--- src/rtl/idct8_serial_1d.sv ---
// Serial 8-point inverse DCT-II (VVC integer matrix): 8 coefficients in, 8 rounded residuals out.
// Optional macro IDCT8_CLIP_EN: saturate outputs to OUT_W instead of two's-complement wrap.
module idct8_serial_1d #(
  parameter int IN_W  = 16,
  parameter int OUT_W = 16,
  parameter int SHIFT = 7
) (
  input  logic                    clk_i,
  input  logic                    rst_n_i,
  input  logic                    in_valid_i,
  output logic                    in_ready_o,
  input  logic signed [IN_W-1:0]  in_data_i,
  input  logic                    in_last_i,
  output logic                    out_valid_o,
  input  logic                    out_ready_i,
  output logic signed [OUT_W-1:0] out_data_o,
  output logic                    out_last_o,
  output logic                    err_last_o
);

  localparam int ACC_W = IN_W + 10;

  typedef enum logic [1:0] {
    S_ACC = 2'd0,
    S_RND = 2'd1,
    S_OUT = 2'd2
  } state_e;

  // One nibble per output n (n0 in bits 3:0): bit3 = negate, bits 2:0 = product select
  // 0:64 1:83 2:36 3:89 4:75 5:50 6:18
  localparam logic [31:0] COEF_ROW [8] = '{
    32'h0000_0000, 32'hBCDE_6543, 32'h12A9_9A21, 32'hC635_DBE4,
    32'h0880_0880, 32'hD3EC_46B5, 32'h291A_A192, 32'hE5C3_B4D6
  };

  state_e                   state_q, state_d;
  logic [2:0]               k_q, k_d;
  logic [2:0]               n_q, n_d;
  logic signed [ACC_W-1:0]  acc_q [8];
  logic signed [ACC_W-1:0]  acc_d [8];
  logic signed [OUT_W-1:0]  r_q [8];
  logic signed [OUT_W-1:0]  r_d [8];
  logic                     out_valid_q, out_valid_d;
  logic signed [OUT_W-1:0]  out_data_q, out_data_d;
  logic                     out_last_q, out_last_d;
  logic                     err_q, err_d;

  logic signed [ACC_W-1:0]  x_s;
  logic signed [ACC_W-1:0]  p64_s, p83_s, p36_s, p89_s, p75_s, p50_s, p18_s;
  logic signed [ACC_W-1:0]  term_s [8];
  logic signed [OUT_W-1:0]  res_s [8];

  function automatic logic signed [ACC_W-1:0] round_shift(input logic signed [ACC_W-1:0] a);
    logic signed [ACC_W:0] t;
    t = {a[ACC_W-1], a} + ((ACC_W+1)'(1) << (SHIFT - 1));
    t = t >>> SHIFT;
    return t[ACC_W-1:0];
  endfunction

`ifdef IDCT8_CLIP_EN
  localparam logic signed [ACC_W-1:0] MAX_A = {{(ACC_W-OUT_W+1){1'b0}}, {(OUT_W-1){1'b1}}};
  localparam logic signed [ACC_W-1:0] MIN_A = {{(ACC_W-OUT_W+1){1'b1}}, {(OUT_W-1){1'b0}}};

  function automatic logic signed [OUT_W-1:0] fit_out(input logic signed [ACC_W-1:0] v);
    logic signed [OUT_W-1:0] o;
    if (v > MAX_A) begin
      o = {1'b0, {(OUT_W-1){1'b1}}};
    end else if (v < MIN_A) begin
      o = {1'b1, {(OUT_W-1){1'b0}}};
    end else begin
      o = v[OUT_W-1:0];
    end
    return o;
  endfunction
`else
  function automatic logic signed [OUT_W-1:0] fit_out(input logic signed [ACC_W-1:0] v);
    return v[OUT_W-1:0];
  endfunction
`endif

  // Shared multiplier-free constant products of the incoming coefficient
  always_comb begin
    x_s   = {{(ACC_W-IN_W){in_data_i[IN_W-1]}}, in_data_i};
    p64_s = x_s <<< 6;
    p83_s = (x_s <<< 6) + (x_s <<< 4) + (x_s <<< 1) + x_s;
    p36_s = (x_s <<< 5) + (x_s <<< 2);
    p89_s = (x_s <<< 6) + (x_s <<< 4) + (x_s <<< 3) + x_s;
    p75_s = (x_s <<< 6) + (x_s <<< 3) + (x_s <<< 1) + x_s;
    p50_s = (x_s <<< 5) + (x_s <<< 4) + (x_s <<< 1);
    p18_s = (x_s <<< 4) + (x_s <<< 1);
  end

  // Per-output signed term c[k][n]*X[k] selected from the shared products
  always_comb begin
    for (int n = 0; n < 8; n++) begin
      logic [3:0]              nib;
      logic signed [ACC_W-1:0] mag;
      nib = COEF_ROW[k_q][4*n +: 4];
      case (nib[2:0])
        3'd0:    mag = p64_s;
        3'd1:    mag = p83_s;
        3'd2:    mag = p36_s;
        3'd3:    mag = p89_s;
        3'd4:    mag = p75_s;
        3'd5:    mag = p50_s;
        3'd6:    mag = p18_s;
        default: mag = '0;
      endcase
      if (nib[3]) begin
        term_s[n] = -mag;
      end else begin
        term_s[n] = mag;
      end
    end
  end

  // Rounded, shifted and range-fitted view of every accumulator
  always_comb begin
    for (int n = 0; n < 8; n++) begin
      res_s[n] = fit_out(round_shift(acc_q[n]));
    end
  end

  // Next-state and datapath update
  always_comb begin
    state_d     = state_q;
    k_d         = k_q;
    n_d         = n_q;
    acc_d       = acc_q;
    r_d         = r_q;
    out_valid_d = out_valid_q;
    out_data_d  = out_data_q;
    out_last_d  = out_last_q;
    err_d       = err_q;
    case (state_q)
      S_ACC: begin
        if (in_valid_i) begin
          for (int n = 0; n < 8; n++) begin
            acc_d[n] = acc_q[n] + term_s[n];
          end
          if (in_last_i != (k_q == 3'd7)) begin
            err_d = 1'b1;
          end else begin
            err_d = err_q;
          end
          k_d = k_q + 3'd1;
          if (k_q == 3'd7) begin
            state_d = S_RND;
          end else begin
            state_d = S_ACC;
          end
        end else begin
          state_d = S_ACC;
        end
      end
      S_RND: begin
        r_d         = res_s;
        out_data_d  = res_s[0];
        out_valid_d = 1'b1;
        out_last_d  = 1'b0;
        n_d         = 3'd0;
        state_d     = S_OUT;
      end
      S_OUT: begin
        if (out_ready_i) begin
          if (n_q == 3'd7) begin
            out_valid_d = 1'b0;
            out_data_d  = '0;
            out_last_d  = 1'b0;
            for (int n = 0; n < 8; n++) begin
              acc_d[n] = '0;
            end
            k_d     = 3'd0;
            n_d     = 3'd0;
            state_d = S_ACC;
          end else begin
            n_d        = n_q + 3'd1;
            out_data_d = r_q[n_q + 3'd1];
            out_last_d = (n_q == 3'd6);
          end
        end else begin
          state_d = S_OUT;
        end
      end
      default: begin
        state_d = S_ACC;
      end
    endcase
  end

  // State and datapath registers with synchronous active-low reset
  always_ff @(posedge clk_i) begin
    if (!rst_n_i) begin
      state_q     <= S_ACC;
      k_q         <= 3'd0;
      n_q         <= 3'd0;
      out_valid_q <= 1'b0;
      out_data_q  <= '0;
      out_last_q  <= 1'b0;
      err_q       <= 1'b0;
      for (int n = 0; n < 8; n++) begin
        acc_q[n] <= '0;
        r_q[n]   <= '0;
      end
    end else begin
      state_q     <= state_d;
      k_q         <= k_d;
      n_q         <= n_d;
      out_valid_q <= out_valid_d;
      out_data_q  <= out_data_d;
      out_last_q  <= out_last_d;
      err_q       <= err_d;
      for (int n = 0; n < 8; n++) begin
        acc_q[n] <= acc_d[n];
        r_q[n]   <= r_d[n];
      end
    end
  end

  assign in_ready_o  = (state_q == S_ACC);
  assign out_valid_o = out_valid_q;
  assign out_data_o  = out_data_q;
  assign out_last_o  = out_last_q;
  assign err_last_o  = err_q;

endmodule
--- config.mk ---
export PLATFORM = sky130hd
export DESIGN_NAME = idct8_serial_1d
export DESIGN_NICKNAME = d
export VERILOG_FILES = /design/src/rtl/idct8_serial_1d.sv
export SDC_FILE = /design/constraint.sdc
export NUM_CORES = 2
export LEC_CHECK = 0
export CORE_MARGIN = 3
export CORE_UTILIZATION = 40
export CTS_CLUSTER_DIAMETER = 120
export DETAILED_ROUTE_END_ITERATION = 10
export REMOVE_ABC_BUFFERS = 1
export SETUP_SLACK_MARGIN = 0.2
export SYNTH_ARGS = -nofsm -noshare
export SYNTH_HDL_FRONTEND = slang
export SYNTH_SLANG_ARGS = --single-unit
--- constraint.sdc ---
create_clock -name clk_i -period 12.1 [get_ports clk_i]
set_input_delay 3.025 -clock clk_i [delete_from_list [all_inputs] [get_ports clk_i]]
set_output_delay 3.025 -clock clk_i [all_outputs]
set_load 0.005 [all_outputs]
* After elaboration in Yosys (flattened, before gate mapping)
Memories as Yosys holds them, arrays and structs flattened.
Index checks and enable logic that the tools add are counted.
** Storage, ports and cells
- Bits in registers :: 363
- Bits in read-only memories :: 256
- Output and inout bits :: 20
- Word-level logic and storage cells :: 185
- Memories :: 1
** Operators by class
- Add/sub/neg operators :: 38
- Magnitude comparators :: 2
- Equality and inequality tests :: 58
- Mux-type cells :: 46
- Bitwise logic cells :: 2
- Reductions and logical operators :: 15
** Memories
- (no name shown) :: words 8, bits a word 32, read ports 1, clocked after Yosys merged registers in 0, write ports 0, RTL line 98 : nib = COEF_ROW[k_q][4*n +: 4];
** Operators by type and width (number)
- $pmux 26 s7 :: 8
- $mux 208 :: 3
- $pmux 208 s2 :: 1
- $add 26x26->26 :: 8
- $mux 26 :: 8
- $neg 26->26 :: 8
- $add 23x8->23 const B :: 8
- $eq 3x3->1 const B :: 27
- $add 24x16->25 :: 3
- $mux 16 :: 4
- $mux 32 :: 2
- $add 23x17->24 :: 2
- $bmux 16 s3 :: 1
- $eq 3x2->1 const B :: 16
- $pmux 16 s2 :: 1
- $add 23x19->24 :: 1
- $eq 3x1->1 const B :: 8
- $logic_not 3->1 :: 8
- $add 22x17->23 :: 1
- $add 22x19->23 :: 1
- $add 22x20->23 :: 1
- $add 21x18->22 :: 1
- $add 21x20->22 :: 1
- $add 20x17->21 :: 1
- 19 further kinds :: 38

* Logic depth before layout (Yosys ltp)
- Depth in word-level cells :: 11
- Gate-level depth with buffers :: 38
- Mapped depth without buffers :: 38

* Worst setup path after synthesis
No wires, ideal clock.
- Path kind :: input to register
- Start point :: in in_data_i[1]
- End point :: reg acc_q[100] (netlist name)
- Setup time :: 117 ps
- Arrival time :: 9708 ps
- Data required time :: 11983 ps
- Setup slack :: 2275 ps
- Stages on the path :: 34
- Path buffers :: 1
- Cells stage by stage :: clkbuf_1 -> inv_1 -> fa_1 -> nor2b_1 -> o21ai_0 -> a21boi_0 -> o21ai_0 -> a21boi_0 -> o21ai_0 -> nand2b_1 -> xor2_1 -> inv_1 -> fa_1 -> inv_1 -> ha_1 -> nand3_1 -> or3_1 -> a21oi_1 -> o21ai_0 -> nor3b_1 -> or4_1 -> o31a_1 -> or3_4 -> or2_2 -> nand2_1 -> xnor2_1 -> ha_1 -> or3_1 -> o21ai_0 -> a21oi_1 -> a31oi_1 -> xnor2_2 -> o21ai_1 -> a22o_1
** On the way
- Word-level cells in the longest chain between the ends :: 9
- Elaborated cells on any way between the ends :: 18
** RTL lines
- start, declared :: RTL line 12 : input logic signed [IN_W-1:0] in_data_i,
- $add 22x19->23 / $add 22x20->23 (equally long branches) :: RTL line 88, 85, 87
- $add 23x17->24, or another cell as far along :: RTL line 88 : p75_s = (x_s <<< 6) + (x_s <<< 3) + (x_s <<< 1) + x_s;
- $add 24x16->25 (on tied branches) :: RTL line 88, 85, 87
- $pmux 26 s7 * :: RTL line 99 : case (nib[2:0])
- $neg 26->26 :: RTL line 110 : term_s[n] = -mag;
- $mux 26 * :: RTL line 109 : if (nib[3]) begin
- $add 26x26->26 * :: RTL line 139 : acc_d[n] = acc_q[n] + term_s[n];
- $mux 208 * :: RTL line 137 : if (in_valid_i) begin
- $pmux 208 s2 * :: RTL line 135 : case (state_q)
- end signal, assigned by index :: RTL line 214 : acc_q[n] <= acc_d[n];
- end, declared :: RTL line 39 : logic signed [ACC_W-1:0] acc_q [8];
Every way passes the cells marked *; elsewhere a longest branch is shown, timed or not. The select of a mux whose other input is x is not followed.
A chain may end at the register's enable or synchronous reset.

* Worst setup path in the final report
- Start point :: in in_data_i[2]
- End point :: reg acc_q[22] (netlist name)
Same word-level chain as after synthesis.

==> results by group <==
Setup path
  • Reg2reg start: k_q[0]
  • Crit Path Category: input pin to register
  • Worst R2R Setup Slack: 1.94 ns
  • Slowest CP cell: clkdlybuf4s50_1
  • Cell repeated most along the worst path: o21ai_0
  • Crit-path max FO: 6
  • Critical Path End Type: register
  • Req. time, crit path: 12.62 ns
  • Reg2reg path depth: 27
  • Crit start category: input pin
  • Peak per-stage delay on the critical path: 0.52 ns
  • Reg2reg end: acc_q[22]
  • Critical path arrival: 11.38 ns
  • Worst setup path startpoint: in_data_i[2]
  • Crit path capture: acc_q[22]

Layout
  • Sequential cell area: 6790 um^2
  • Fillers: 9410
  • Fin area: 41100 um^2
  • P&R area growth vs syn: 8.06%
  • Share of cells above drive strength 1: 6.43%
  • Combined area of the multi-input logic cells: 29600 um^2
  • Final nets: 5139

Clocking
  • CTS tree: yes
  • Clk pin slew, worst setup/hold paths: 0.06 ns
  • # Post-CTS Setup Buffers: 0
  • Cts hold-fix bufs: 0
  • CTS sink cnt: 339
  • Cts bufs inserted: 40
  • Post-cts resize count: 0
  • Root buffer cell: clkbuf_16
  • Clock Latency Late Sink: 0.59 ns
  • Worst-case clock buffer depth: 3
  • Htree depth: 2

Global route
  • Number of global-route vias before repair: 35300
  • First-pass GRT wire length: 219000 um
  • Congestion Overflow GR: 0
  • Gr usage total: 28.8%
  • Largest net degree at the start of global routing: 218
  • Antenna violations before repair: 0

Die
  • IO Pins: 41
  • Initial Utilization: 40.6%
  • Rows: 112
  • Core area: 93700 um^2
  • Die ar.: 98800 um^2
  • DIE WIDTH: 314 um
  • Die H: 314 um

Detailed routing
  • Post-DRT Antenna Nets: 0
  • Via Count: 37400
  • WL final: 147000 um
  • WL/cell: 24.4 um
  • Number of DRC markers in iteration 0: 3967
  • DRC viols: 0
  • First drt pass iteration count: 9
  • Via density: 6.21

Yosys
  • Async S/R FF share, synth: 0%
  • Yosys top cell area share: 17.9%
  • Number of synthesized flops with an enable pin: 0
  • Yosys reg bits: 339
  • Leading area contributor after synthesis: dfxtp_1
  • Register area share after synthesis: 17.9%
  • Syn. warnings: 0
  • Cells after synthesis: 4822
  • Most used DFF post-synth: dfxtp_1
  • Commonest cells post-synth: nand2_1, dfxtp_1, nor2_1
  • Most common cell in the netlist: nand2_1
  • Syn Area/Cell: 7.88 um^2
  • Area contributors post-synth: dfxtp_1, ha_1, xnor2_1
  • Yosys cell types: 114
  • Mapped Area: 38000 um^2

Placement
  • Placed wire-length estimate: 112000 um
  • Routability Congestion: 1.02
  • Port buffer count: 40
  • Dpl cell area: 39700 um^2

Pwr
  • PD cells: 175 nW/um^2
  • Peak supply drop: 120 uV
  • Leakage: 17.5 nW

Timing
  • RSZ-0062 raised after global routing: false
  • # setup viols final: 0
  • Tmin final: 10.85 ns
  • Worst-Margin Slew: 1.43 ns
  • Fin. max-slew vios: 0
  • Setup TNS: 0 ns
  • Crit share post-route: 89.7%
  • Final hold vios: 0
  • Max-Slew Margin vs Limit: 3.55%
  • Max Freq: 92.1 MHz
  • Final Skew: 0.0352 ns

Status
  • Status: complete, no violations

Worst hold path
  • Min-delay worst type: register to register

Job
  • Max_cap viols: 0
## worst max-delay path, delay by kind of cell
family / cells / cell delay [ns]
buf+inv: 4 / 0.70
fa+ha+maj: 5 / 1.80
xor+xnor: 3 / 0.83
compound gates: 17 / 3.60
simple gates: 6 / 1.41
## metrics by stage
stage	power, mW	worst slack [ns]	cells	utilization (%)	hold slack (ns)
3_3_place_gp	5.77	0.856	5946	42.4	0.449
3_5_place_dp	5.81	0.773	5946	42.4	0.459
5_1_grt	7.69	0.436	6016	43.8	0.498
2_1_floorplan	4.59	0.0386	4567	-	0.440
6_report	7.21	1.25	6017	43.8	0.465
4_1_cts	7.12	1.40	6016	43.8	0.467
## cell usage in the layout, fill, tap and decap left out, types with 33 or more instances in the layout
master,instances
a211oi_1,43
a21o_1,92
a21oi_1,251
a22oi_1,136
a31oi_1,62
and2_1,36
and3_1,81
buf_4,83
clkbuf_16,40
clkdlybuf4s50_1,39
dfxtp_1,335
fa_1,76
ha_1,307
inv_1,181
nand2_1,489
nand2b_1,53
nand3_1,134
nor2_1,325
nor2b_1,206
nor3_1,100
o211a_1,128
o211ai_1,33
o21a_1,37
o21ai_0,226
o21bai_1,35
o31ai_1,33
or2_2,40
or3_1,43
xnor2_1,286
xor2_1,151
## layer usage
layer	GRT usage (%)	share of wire [%]
met5	0	0
met4	14.4	5.7
met3	4.44	7.4
met2	46.1	44
met1	37.6	43
## worst min-delay path by stage
stage | slack [ns] | cells after the start | from | to
finish | 0.47 | 2 | r_q[48] | r_q[48]
global route | 0.50 | 2 | r_q[112] | r_q[112]
CTS | 0.47 | 2 | r_q[48] | r_q[48]
detailed placement | 0.46 | 2 | r_q[48] | r_q[48]
global placement | 0.45 | 2 | r_q[48] | r_q[48]
floorplan | 0.44 | 2 | r_q[32] | r_q[32]
## area by class of cell
type	count	area share (%)
multi-input cells	4043	72.0
well taps	1254	3.82
diodes	1	0.00609
clock inverters	16	0.503
inverters	185	1.69
clock buffers	54	2.83
repair buffers	125	2.60
flip-flops and latches	339	16.5
## cells by family after synthesis
logic type      synth area share, %
compound gates                 28.8
buf+inv                        4.65
simple gates                   21.7
xor+xnor                       10.2
flops                          17.9
fa+ha+maj                      14.1
mux                            2.64
## flip-flops by register name (all words and copies together), names as in the netlist
| register | count |
|---|---|
| acc_q | 184 |
| err_last_o | 1 |
| k_q | 3 |
| n_q | 3 |
| out_data_o | 16 |
| out_last_o | 1 |
| out_valid_o | 1 |
| r_q | 128 |
| state_q | 2 |
## power by group
part	switching [mW]	leakage, nW	internal [mW]	total, mW
clock	0.525	0.677	0.761	1.29
combinational	2.67	14.1	1.70	4.37
sequential	0.266	2.76	1.29	1.56
No activity file was read; power rests on OpenSTA's default activity.
